### config.mk
export PLATFORM = sky130hd
export DESIGN_NAME = lsu_mem_port_flat
export DESIGN_NICKNAME = d
export VERILOG_FILES = /design/src/rtl/lsu_mem_port_if.sv /design/src/rtl/lsu_mem_port.sv /design/src/flat_wrapper.sv
export SDC_FILE = /design/constraint.sdc
export NUM_CORES = 1
export LEC_CHECK = 0
export ABC_CLOCK_PERIOD_IN_PS = 1900
export BUFFER_PORTS_ARGS = -buffer_cell sky130_fd_sc_hd__clkbuf_2
export CORE_MARGIN = 4
export CORE_UTILIZATION = 45
export CTS_BUF_LIST = sky130_fd_sc_hd__clkbuf_4
export CTS_CLUSTER_SIZE = 12
export DETAILED_ROUTE_END_ITERATION = 8
export GPL_TIMING_DRIVEN = 0
export MAX_ROUTING_LAYER = met4
export PLACE_DENSITY = 0.72
export SETUP_SLACK_MARGIN = 0.1
export SLEW_MARGIN = 20
export SYNTH_ARGS = -nofsm -noshare
export SYNTH_HDL_FRONTEND = slang
export SYNTH_SLANG_ARGS = --single-unit
### constraint.sdc
create_clock -name clk -period 1.9 [get_ports clk]
set_input_delay 0.095 -clock clk [delete_from_list [all_inputs] [get_ports clk]]
set_output_delay 0.095 -clock clk [all_outputs]
set_load 0.05 [all_outputs]
### src/rtl/lsu_mem_port_if.sv
// Core-side request/response and data-memory signals of the load/store unit.
// master = core plus memory environment, slave = lsu_mem_port.
interface lsu_mem_port_if;
    localparam int unsigned XLEN = 32;

    logic            req;
    logic            we;
    logic [2:0]      funct3;
    logic [XLEN-1:0] addr;
    logic [XLEN-1:0] wdata;
    logic            ready;
    logic            done;
    logic [XLEN-1:0] rdata;
    logic            misaligned;
    logic            mem_read;
    logic            mem_write;
    logic [XLEN-1:0] mem_address;
    logic [XLEN-1:0] mem_write_data;
    logic [XLEN-1:0] mem_read_data;

    modport master (
        output req, we, funct3, addr, wdata, mem_read_data,
        input  ready, done, rdata, misaligned,
        input  mem_read, mem_write, mem_address, mem_write_data
    );

    modport slave (
        input  req, we, funct3, addr, wdata, mem_read_data,
        output ready, done, rdata, misaligned,
        output mem_read, mem_write, mem_address, mem_write_data
    );
endinterface

### src/rtl/lsu_mem_port.sv
// Load/store unit: byte/half/word core accesses onto a word-organised memory,
// sub-word stores by read-modify-write. Optional LSU_MISALIGN_TRAP_EN rejects misaligned accesses.
module lsu_mem_port (
    input  logic           clk,
    input  logic           rst_n,
    lsu_mem_port_if.slave  io_lsu
);
    localparam int unsigned XLEN = 32;

    typedef enum logic [1:0] {ST_IDLE, ST_RD, ST_WR, ST_DONE} state_e;
    typedef enum logic [1:0] {SZ_B, SZ_H, SZ_W} size_e;

    state_e          r_state, w_state_nxt;
    logic            r_we, w_we_nxt;
    size_e           r_size, w_size_nxt;
    logic            r_uns, w_uns_nxt;
    logic [1:0]      r_off, w_off_nxt;
    logic [15:0]     r_wdata, w_wdata_nxt;
    logic            r_ready, r_done, r_mem_read, r_mem_write, r_mis, w_mis_nxt;
    logic [XLEN-1:0] r_rdata, w_rdata_nxt;
    logic [XLEN-1:0] r_maddr, w_maddr_nxt;
    logic [XLEN-1:0] r_mwdata, w_mwdata_nxt;
    size_e           w_req_size;
    logic            w_req_mis;

    // Pick the addressed lane and extend it to a full word.
    function automatic logic [XLEN-1:0] lane_extract(input logic [XLEN-1:0] word,
                                                     input size_e size, input logic [1:0] off,
                                                     input logic uns);
        logic [7:0]  b;
        logic [15:0] h;
        case (off)
            2'd0:    b = word[7:0];
            2'd1:    b = word[15:8];
            2'd2:    b = word[23:16];
            default: b = word[31:24];
        endcase
        h = off[1] ? word[31:16] : word[15:0];
        case (size)
            SZ_B:    return uns ? {24'h0, b} : {{24{b[7]}}, b};
            SZ_H:    return uns ? {16'h0, h} : {{16{h[15]}}, h};
            default: return word;
        endcase
    endfunction

    // Replace only the addressed lane(s) of the word read back in RD.
    function automatic logic [XLEN-1:0] lane_merge(input logic [XLEN-1:0] word,
                                                   input size_e size, input logic [1:0] off,
                                                   input logic [15:0] d);
        case (size)
            SZ_B: begin
                case (off)
                    2'd0:    return {word[31:8], d[7:0]};
                    2'd1:    return {word[31:16], d[7:0], word[7:0]};
                    2'd2:    return {word[31:24], d[7:0], word[15:0]};
                    default: return {d[7:0], word[23:0]};
                endcase
            end
            SZ_H:    return off[1] ? {d, word[15:0]} : {word[31:16], d};
            default: return word;
        endcase
    endfunction

    // Store funct3[2] is don't-care; unknown load encodings fall back to word.
    always_comb begin
        w_req_size = SZ_W;
        if (io_lsu.we) begin
            case (io_lsu.funct3[1:0])
                2'b00:   w_req_size = SZ_B;
                2'b01:   w_req_size = SZ_H;
                default: w_req_size = SZ_W;
            endcase
        end else begin
            case (io_lsu.funct3)
                3'b000, 3'b100: w_req_size = SZ_B;
                3'b001, 3'b101: w_req_size = SZ_H;
                default:        w_req_size = SZ_W;
            endcase
        end
    end

`ifdef LSU_MISALIGN_TRAP_EN
    assign w_req_mis = ((w_req_size == SZ_H) && io_lsu.addr[0]) ||
                       ((w_req_size == SZ_W) && (io_lsu.addr[1:0] != 2'b00));
`else
    assign w_req_mis = 1'b0;
`endif

    // Next-state and next-register values.
    always_comb begin
        w_state_nxt  = r_state;
        w_we_nxt     = r_we;
        w_size_nxt   = r_size;
        w_uns_nxt    = r_uns;
        w_off_nxt    = r_off;
        w_wdata_nxt  = r_wdata;
        w_rdata_nxt  = r_rdata;
        w_mis_nxt    = r_mis;
        w_maddr_nxt  = r_maddr;
        w_mwdata_nxt = r_mwdata;
        case (r_state)
            ST_IDLE: begin
                if (io_lsu.req) begin
                    w_we_nxt    = io_lsu.we;
                    w_size_nxt  = w_req_size;
                    w_uns_nxt   = ~io_lsu.we & io_lsu.funct3[2];
                    w_off_nxt   = io_lsu.addr[1:0];
                    w_wdata_nxt = io_lsu.wdata[15:0];
                    w_mis_nxt   = w_req_mis;
                    w_maddr_nxt = {io_lsu.addr[31:2], 2'b00};
                    if (w_req_mis) begin
                        w_state_nxt = ST_DONE;
                    end else if (io_lsu.we && (w_req_size == SZ_W)) begin
                        w_state_nxt  = ST_WR;
                        w_mwdata_nxt = io_lsu.wdata;
                    end else begin
                        w_state_nxt = ST_RD;
                    end
                end
            end
            ST_RD: begin
                if (r_we) begin
                    w_mwdata_nxt = lane_merge(io_lsu.mem_read_data, r_size, r_off, r_wdata);
                    w_state_nxt  = ST_WR;
                end else begin
                    w_rdata_nxt = lane_extract(io_lsu.mem_read_data, r_size, r_off, r_uns);
                    w_state_nxt = ST_DONE;
                end
            end
            ST_WR:   w_state_nxt = ST_DONE;
            ST_DONE: w_state_nxt = ST_IDLE;
            default: w_state_nxt = ST_IDLE;
        endcase
    end

    // State and registered outputs; strobes are decoded from the next state.
    always_ff @(posedge clk or negedge rst_n) begin
        if (!rst_n) begin
            r_state     <= ST_IDLE;
            r_we        <= 1'b0;
            r_size      <= SZ_W;
            r_uns       <= 1'b0;
            r_off       <= 2'b00;
            r_wdata     <= '0;
            r_rdata     <= '0;
            r_mis       <= 1'b0;
            r_maddr     <= '0;
            r_mwdata    <= '0;
            r_ready     <= 1'b1;
            r_done      <= 1'b0;
            r_mem_read  <= 1'b0;
            r_mem_write <= 1'b0;
        end else begin
            r_state     <= w_state_nxt;
            r_we        <= w_we_nxt;
            r_size      <= w_size_nxt;
            r_uns       <= w_uns_nxt;
            r_off       <= w_off_nxt;
            r_wdata     <= w_wdata_nxt;
            r_rdata     <= w_rdata_nxt;
            r_mis       <= w_mis_nxt;
            r_maddr     <= w_maddr_nxt;
            r_mwdata    <= w_mwdata_nxt;
            r_ready     <= (w_state_nxt == ST_IDLE);
            r_done      <= (w_state_nxt == ST_DONE);
            r_mem_read  <= (w_state_nxt == ST_RD);
            r_mem_write <= (w_state_nxt == ST_WR);
        end
    end

    assign io_lsu.ready          = r_ready;
    assign io_lsu.done           = r_done;
    assign io_lsu.rdata          = r_rdata;
    assign io_lsu.misaligned     = r_mis;
    assign io_lsu.mem_read       = r_mem_read;
    assign io_lsu.mem_write      = r_mem_write;
    assign io_lsu.mem_address    = r_maddr;
    assign io_lsu.mem_write_data = r_mwdata;
endmodule

### src/flat_wrapper.sv
// flat-port wrapper written by rule: the top's interface ports become plain ports
module lsu_mem_port_flat 
  (clk, rst_n, io_lsu_req, io_lsu_we, io_lsu_funct3, io_lsu_addr, io_lsu_wdata, io_lsu_mem_read_data, io_lsu_ready, io_lsu_done, io_lsu_rdata, io_lsu_misaligned, io_lsu_mem_read, io_lsu_mem_write, io_lsu_mem_address, io_lsu_mem_write_data);
  lsu_mem_port_if io_lsu_i ();
  input  logic clk;
  input  logic rst_n;
  input wire logic [$bits(io_lsu_i.req)-1:0] io_lsu_req;
  input wire logic [$bits(io_lsu_i.we)-1:0] io_lsu_we;
  input wire logic [$bits(io_lsu_i.funct3)-1:0] io_lsu_funct3;
  input wire logic [$bits(io_lsu_i.addr)-1:0] io_lsu_addr;
  input wire logic [$bits(io_lsu_i.wdata)-1:0] io_lsu_wdata;
  input wire logic [$bits(io_lsu_i.mem_read_data)-1:0] io_lsu_mem_read_data;
  output wire logic [$bits(io_lsu_i.ready)-1:0] io_lsu_ready;
  output wire logic [$bits(io_lsu_i.done)-1:0] io_lsu_done;
  output wire logic [$bits(io_lsu_i.rdata)-1:0] io_lsu_rdata;
  output wire logic [$bits(io_lsu_i.misaligned)-1:0] io_lsu_misaligned;
  output wire logic [$bits(io_lsu_i.mem_read)-1:0] io_lsu_mem_read;
  output wire logic [$bits(io_lsu_i.mem_write)-1:0] io_lsu_mem_write;
  output wire logic [$bits(io_lsu_i.mem_address)-1:0] io_lsu_mem_address;
  output wire logic [$bits(io_lsu_i.mem_write_data)-1:0] io_lsu_mem_write_data;
  assign io_lsu_i.req = io_lsu_req;
  assign io_lsu_i.we = io_lsu_we;
  assign io_lsu_i.funct3 = io_lsu_funct3;
  assign io_lsu_i.addr = io_lsu_addr;
  assign io_lsu_i.wdata = io_lsu_wdata;
  assign io_lsu_i.mem_read_data = io_lsu_mem_read_data;
  assign io_lsu_ready = io_lsu_i.ready;
  assign io_lsu_done = io_lsu_i.done;
  assign io_lsu_rdata = io_lsu_i.rdata;
  assign io_lsu_misaligned = io_lsu_i.misaligned;
  assign io_lsu_mem_read = io_lsu_i.mem_read;
  assign io_lsu_mem_write = io_lsu_i.mem_write;
  assign io_lsu_mem_address = io_lsu_i.mem_address;
  assign io_lsu_mem_write_data = io_lsu_i.mem_write_data;
  lsu_mem_port u_core (.clk(clk), .rst_n(rst_n), .io_lsu(io_lsu_i));
endmodule
==> impl_metrics.json <==
{
  "final_cell_area_um2": 9630,
  "min_path_type": "primary input to async pin",
  "setup_repair_after_global_routing_missed_its_margin": "yes",
  "worst_path_most_repeated_cell": "sky130_fd_sc_hd__buf_6",
  "fin_total_pwr_mw": 20.2,
  "setup.worst_path.start": "u_core.r_state[1]",
  "path_cells": "inv_2 -> ha_4 -> buf_6 -> nor2_2 -> a211oi_4 -> buf_6 -> buf_6 -> mux2i_1 -> a41oi_1",
  "startpoint_type": "register",
  "synth_cell_type_count": 55,
  "fillerInstances": 998,
  "overall_routed_net_length_um": 23000,
  "drtAntennaViolNets": 0,
  "placementRows": 42,
  "post_synth_most_frequent_cells": "sky130_fd_sc_hd__dfrtp_1 (120), sky130_fd_sc_hd__nand2_1 (94), sky130_fd_sc_hd__o21ai_0 (73), sky130_fd_sc_hd__mux2_2 (53), sky130_fd_sc_hd__nand3_1 (26)",
  "buffer_ports.inserted": 200,
  "syn_avg_cell_area_um2": 9.96,
  "cts_sinks": 122,
  "synth_cells": 632,
  "yosysTopAreaCell": "sky130_fd_sc_hd__dfrtp_1",
  "critical_path.max_fanout": 10,
  "total_setup_violations_reported_at_the_end_of_the_flow": 0,
  "synth_enable_flop_cells": 0,
  "dpl_cell_area_um2": 7560,
  "clock_transition_at_path_regs_ns": 0.11,
  "htree_levels": 4,
  "fin_util_pct": 71.5,
  "post-route-min-period_ns": 1.88,
  "yosysMostFrequentCell": "sky130_fd_sc_hd__dfrtp_1",
  "timing.reg2reg.setup_slack_ns": 0.02,
  "floorplan.die.width_um": 126,
  "area_growth_from_synthesis_to_layout_pct": 52.9,
  "cp_slowest_stage_delay_ns": 0.41,
  "avg_wl_per_cell_um": 19.6,
  "synth.cell_area_um2": 6300,
  "finalClockSkew_ns": 0.0253,
  "remaining_drc_errors": 0,
  "number_of_buffers_between_clock_root_and_the_deepest_sink": 2,
  "grt_max_degree": 73,
  "power_density_nw_per_um2": 2100,
  "sequential_cell_area_um2": 3060,
  "total_leakage_power_nw": 4.55,
  "maximum_clock_rate_ghz": 0.531,
  "final_nets": 1088,
  "floorplan.core_area_um2": 13500,
  "post_layout_nonfiller_instances": 1171,
  "final_layout_size_suffix_gt1_share_pct": 44.8,
  "tritoncts": "yes",
  "synth_top_area_share_pct": 47.7,
  "yosys_register_bits": 122,
  "grt_pass1_vias": 6506,
  "maxSlewViolCount": 0,
  "floorplan.die.height_um": 126,
  "hpwlAfterDp_um": 15300,
  "number_of_i_o_pins": 204,
  "rr_startpoint": "u_core.r_state[1]",
  "wire_length_of_the_first_global_routing_pass_um": 35200,
  "ys_async_sr_fraction_pct": 100,
  "synthesis.yosys.warnings": 0,
  "hold_slack_ns": 0.0269,
  "worst_ep_required_time_ns": 2.32,
  "hold_viol": 0,
  "final_min_period_over_clock_period_pct": 99.1,
  "path_delay_family": "buffers and inverters",
  "initial_antenna_violation_count": 0,
  "register_area_share_after_synthesis_pct": 48.5,
  "outcome": "completed",
  "clk-insertion-delay-late_ns": 0.58,
  "die-area_um2": 15900,
  "relSlewSlack_pct": 51.9,
  "crit_buf_inv": 4,
  "overall_overflow_remaining_after_global_route": 0,
  "grt_util_all_layers_pct": 28.9,
  "ir_worst_vdd_v": 0.00135,
  "arrival_ns": 2.31,
  "cap_violations": 0,
  "placed_cells": 1011,
  "critical_path_top_delay_cell": "sky130_fd_sc_hd__dfrtp_1",
  "netlist_top_cells_area": "sky130_fd_sc_hd__dfrtp_1 (48%), sky130_fd_sc_hd__mux2_2 (9.5%), sky130_fd_sc_hd__o21ai_0 (5.8%), sky130_fd_sc_hd__nand2_1 (5.6%), sky130_fd_sc_hd__mux2i_1 (3.2%)",
  "vias": 6501,
  "n_antenna_cell": 0,
  "multi_input_area_um2": 3270,
  "cts-root-buf": "sky130_fd_sc_hd__clkbuf_4",
  "detailedRoute.firstIterationViolations": 465,
  "vias_per_cell": 5.55,
  "gp_congestion": 0.989,
  "yosys_most_used_dff": "sky130_fd_sc_hd__dfrtp_1",
  "critical_path_class": "register to register",
  "tightestPinTransition_ns": 0.722,
  "number_of_buffers_created_by_cts": 17,
  "setup.worst_path.end_class": "register",
  "drt_pre_antenna_iters": 5,
  "initial_utilization_pct": 46.8
}
==> worst paths after layout <==
check                      depth (start not counted)                               to
max                                                9  u_core.io_lsu.mem_write_data[8]
min                                                2          u_core.io_lsu.rdata[22]
max reg2reg                                        9  u_core.io_lsu.mem_write_data[8]
min reg2reg                                        2          u_core.io_lsu.rdata[22]
max in group asynchronous                          3              u_core.io_lsu.ready
min in group clk                                   3    u_core.io_lsu.mem_address[30]
==> layout make-up <==
type                       instances  share of cell area (%)
multi-input combinational        446                    34.0
sequential                       122                    31.8
timing repair buffer             329                    24.3
buffer                            53                    3.78
tap                              176                    2.29
clock inverter                    15                    2.08
clock buffer                      17                    1.33
inverter                          13                   0.546
==> power by group <==
group	total [mW]	switching [mW]	internal, mW
clock	2.11	1.06	1.04
combinational	13.1	8.58	4.56
sequential	4.95	1.00	3.95
==> kinds of logic (layout without fill, tap and decap cells) <==
| logic type | count (synthesis) | after routing | share of synthesized area [%] |
|---|---|---|---|
| AND/OR/NAND/NOR | 185 | 185 | 13.3 |
| AO/OA/AOI/OAI | 180 | 180 | 19.4 |
| flip-flops | 122 | 122 | 48.5 |
| multiplexers | 75 | 75 | 13.1 |
| buffers and inverters | 66 | 427 | 5.07 |
| adder cells (fa/ha/maj) | 3 | 3 | 0.596 |
| other | 1 | 3 | 0.0596 |
==> state kept, by name, indices dropped and copies added, names as in the netlist <==
| register | cells |
|---|---|
| u_core.r_off | 2 |
| u_core.io_lsu.mem_read | 1 |
| u_core.io_lsu.mem_write_data | 32 |
| u_core.io_lsu.mem_write | 1 |
| u_core.io_lsu.mem_address | 30 |
| u_core.r_we | 1 |
| u_core.r_uns | 1 |
| u_core.r_wdata | 16 |
| u_core.io_lsu.done | 1 |
| u_core.io_lsu.rdata | 32 |
| u_core.r_size | 2 |
| u_core.r_state | 2 |
| u_core.io_lsu.ready | 1 |
==> per-layer routing <==
metal  vias up  track usage [%]  wire [µm]
li1       3002                -          -
met1      3083             36.1       9200
met2       343             44.9      11000
met3        73             6.35       1890
met4         0             13.9        902
met5         -                -          0
==> worst reg2reg max path: stages (launching register included) <==
cell and delay (ns):
sky130_fd_sc_hd__dfrtp_1 0.41, sky130_fd_sc_hd__inv_2 0.10, sky130_fd_sc_hd__ha_4 0.17, sky130_fd_sc_hd__buf_6 0.14
sky130_fd_sc_hd__nor2_2 0.07, sky130_fd_sc_hd__a211oi_4 0.31, sky130_fd_sc_hd__buf_6 0.16, sky130_fd_sc_hd__buf_6 0.12
sky130_fd_sc_hd__mux2i_1 0.21, sky130_fd_sc_hd__a41oi_1 0.07
==> cells in the final DEF (no fill, tap or decap), types with 5 or more instances in the layout <==
| master | instances |
|---|---|
| sky130_fd_sc_hd__clkbuf_2 | 212 |
| sky130_fd_sc_hd__dfrtp_1 | 119 |
| sky130_fd_sc_hd__dlygate4sd3_1 | 104 |
| sky130_fd_sc_hd__nand2_1 | 74 |
| sky130_fd_sc_hd__mux2_2 | 53 |
| sky130_fd_sc_hd__o21ai_0 | 37 |
| sky130_fd_sc_hd__o21ai_2 | 27 |
| sky130_fd_sc_hd__buf_4 | 24 |
| sky130_fd_sc_hd__clkbuf_4 | 20 |
| sky130_fd_sc_hd__mux2i_1 | 20 |
| sky130_fd_sc_hd__nor2_1 | 18 |
| sky130_fd_sc_hd__o21ai_1 | 18 |
| sky130_fd_sc_hd__buf_6 | 16 |
| sky130_fd_sc_hd__nand3_1 | 16 |
| sky130_fd_sc_hd__a21oi_1 | 14 |
| sky130_fd_sc_hd__nand2b_1 | 13 |
| sky130_fd_sc_hd__buf_2 | 11 |
| sky130_fd_sc_hd__nand2_2 | 11 |
| sky130_fd_sc_hd__inv_1 | 10 |
| sky130_fd_sc_hd__a31oi_1 | 10 |
| sky130_fd_sc_hd__o2111a_1 | 10 |
| sky130_fd_sc_hd__nand2_4 | 10 |
| sky130_fd_sc_hd__nand3_2 | 10 |
| sky130_fd_sc_hd__nor3_1 | 7 |
| sky130_fd_sc_hd__o221a_2 | 7 |
| sky130_fd_sc_hd__o221ai_1 | 7 |
| sky130_fd_sc_hd__o22a_1 | 7 |
| sky130_fd_sc_hd__and3_1 | 6 |
| sky130_fd_sc_hd__a22oi_1 | 6 |
| sky130_fd_sc_hd__a32o_1 | 6 |
| sky130_fd_sc_hd__a211oi_2 | 6 |
| sky130_fd_sc_hd__nor2b_1 | 5 |
| sky130_fd_sc_hd__o211ai_1 | 5 |
==> through the flow <==
stage / worst slack [ns] / setup TNS, ns
3_3_place_gp: -1.16 / -148.41
3_5_place_dp: -0.306 / -9.77
6_report: 0.0169 / 0
2_1_floorplan: 0.200 / 0
5_1_grt: -0.0683 / -0.222
4_1_cts: 0.0277 / 0
==> timing repair <==
item                                    4_1_cts  5_1_grt
resized for setup                            47      140
hold buffers                                104        0
endpoints found under the hold margin       237        0
endpoints found under the setup margin       60      107
pin swaps                                     8       44
cloned                                        1        5
setup buffers                                 7       11
Power figures use the tool's default switching activity.
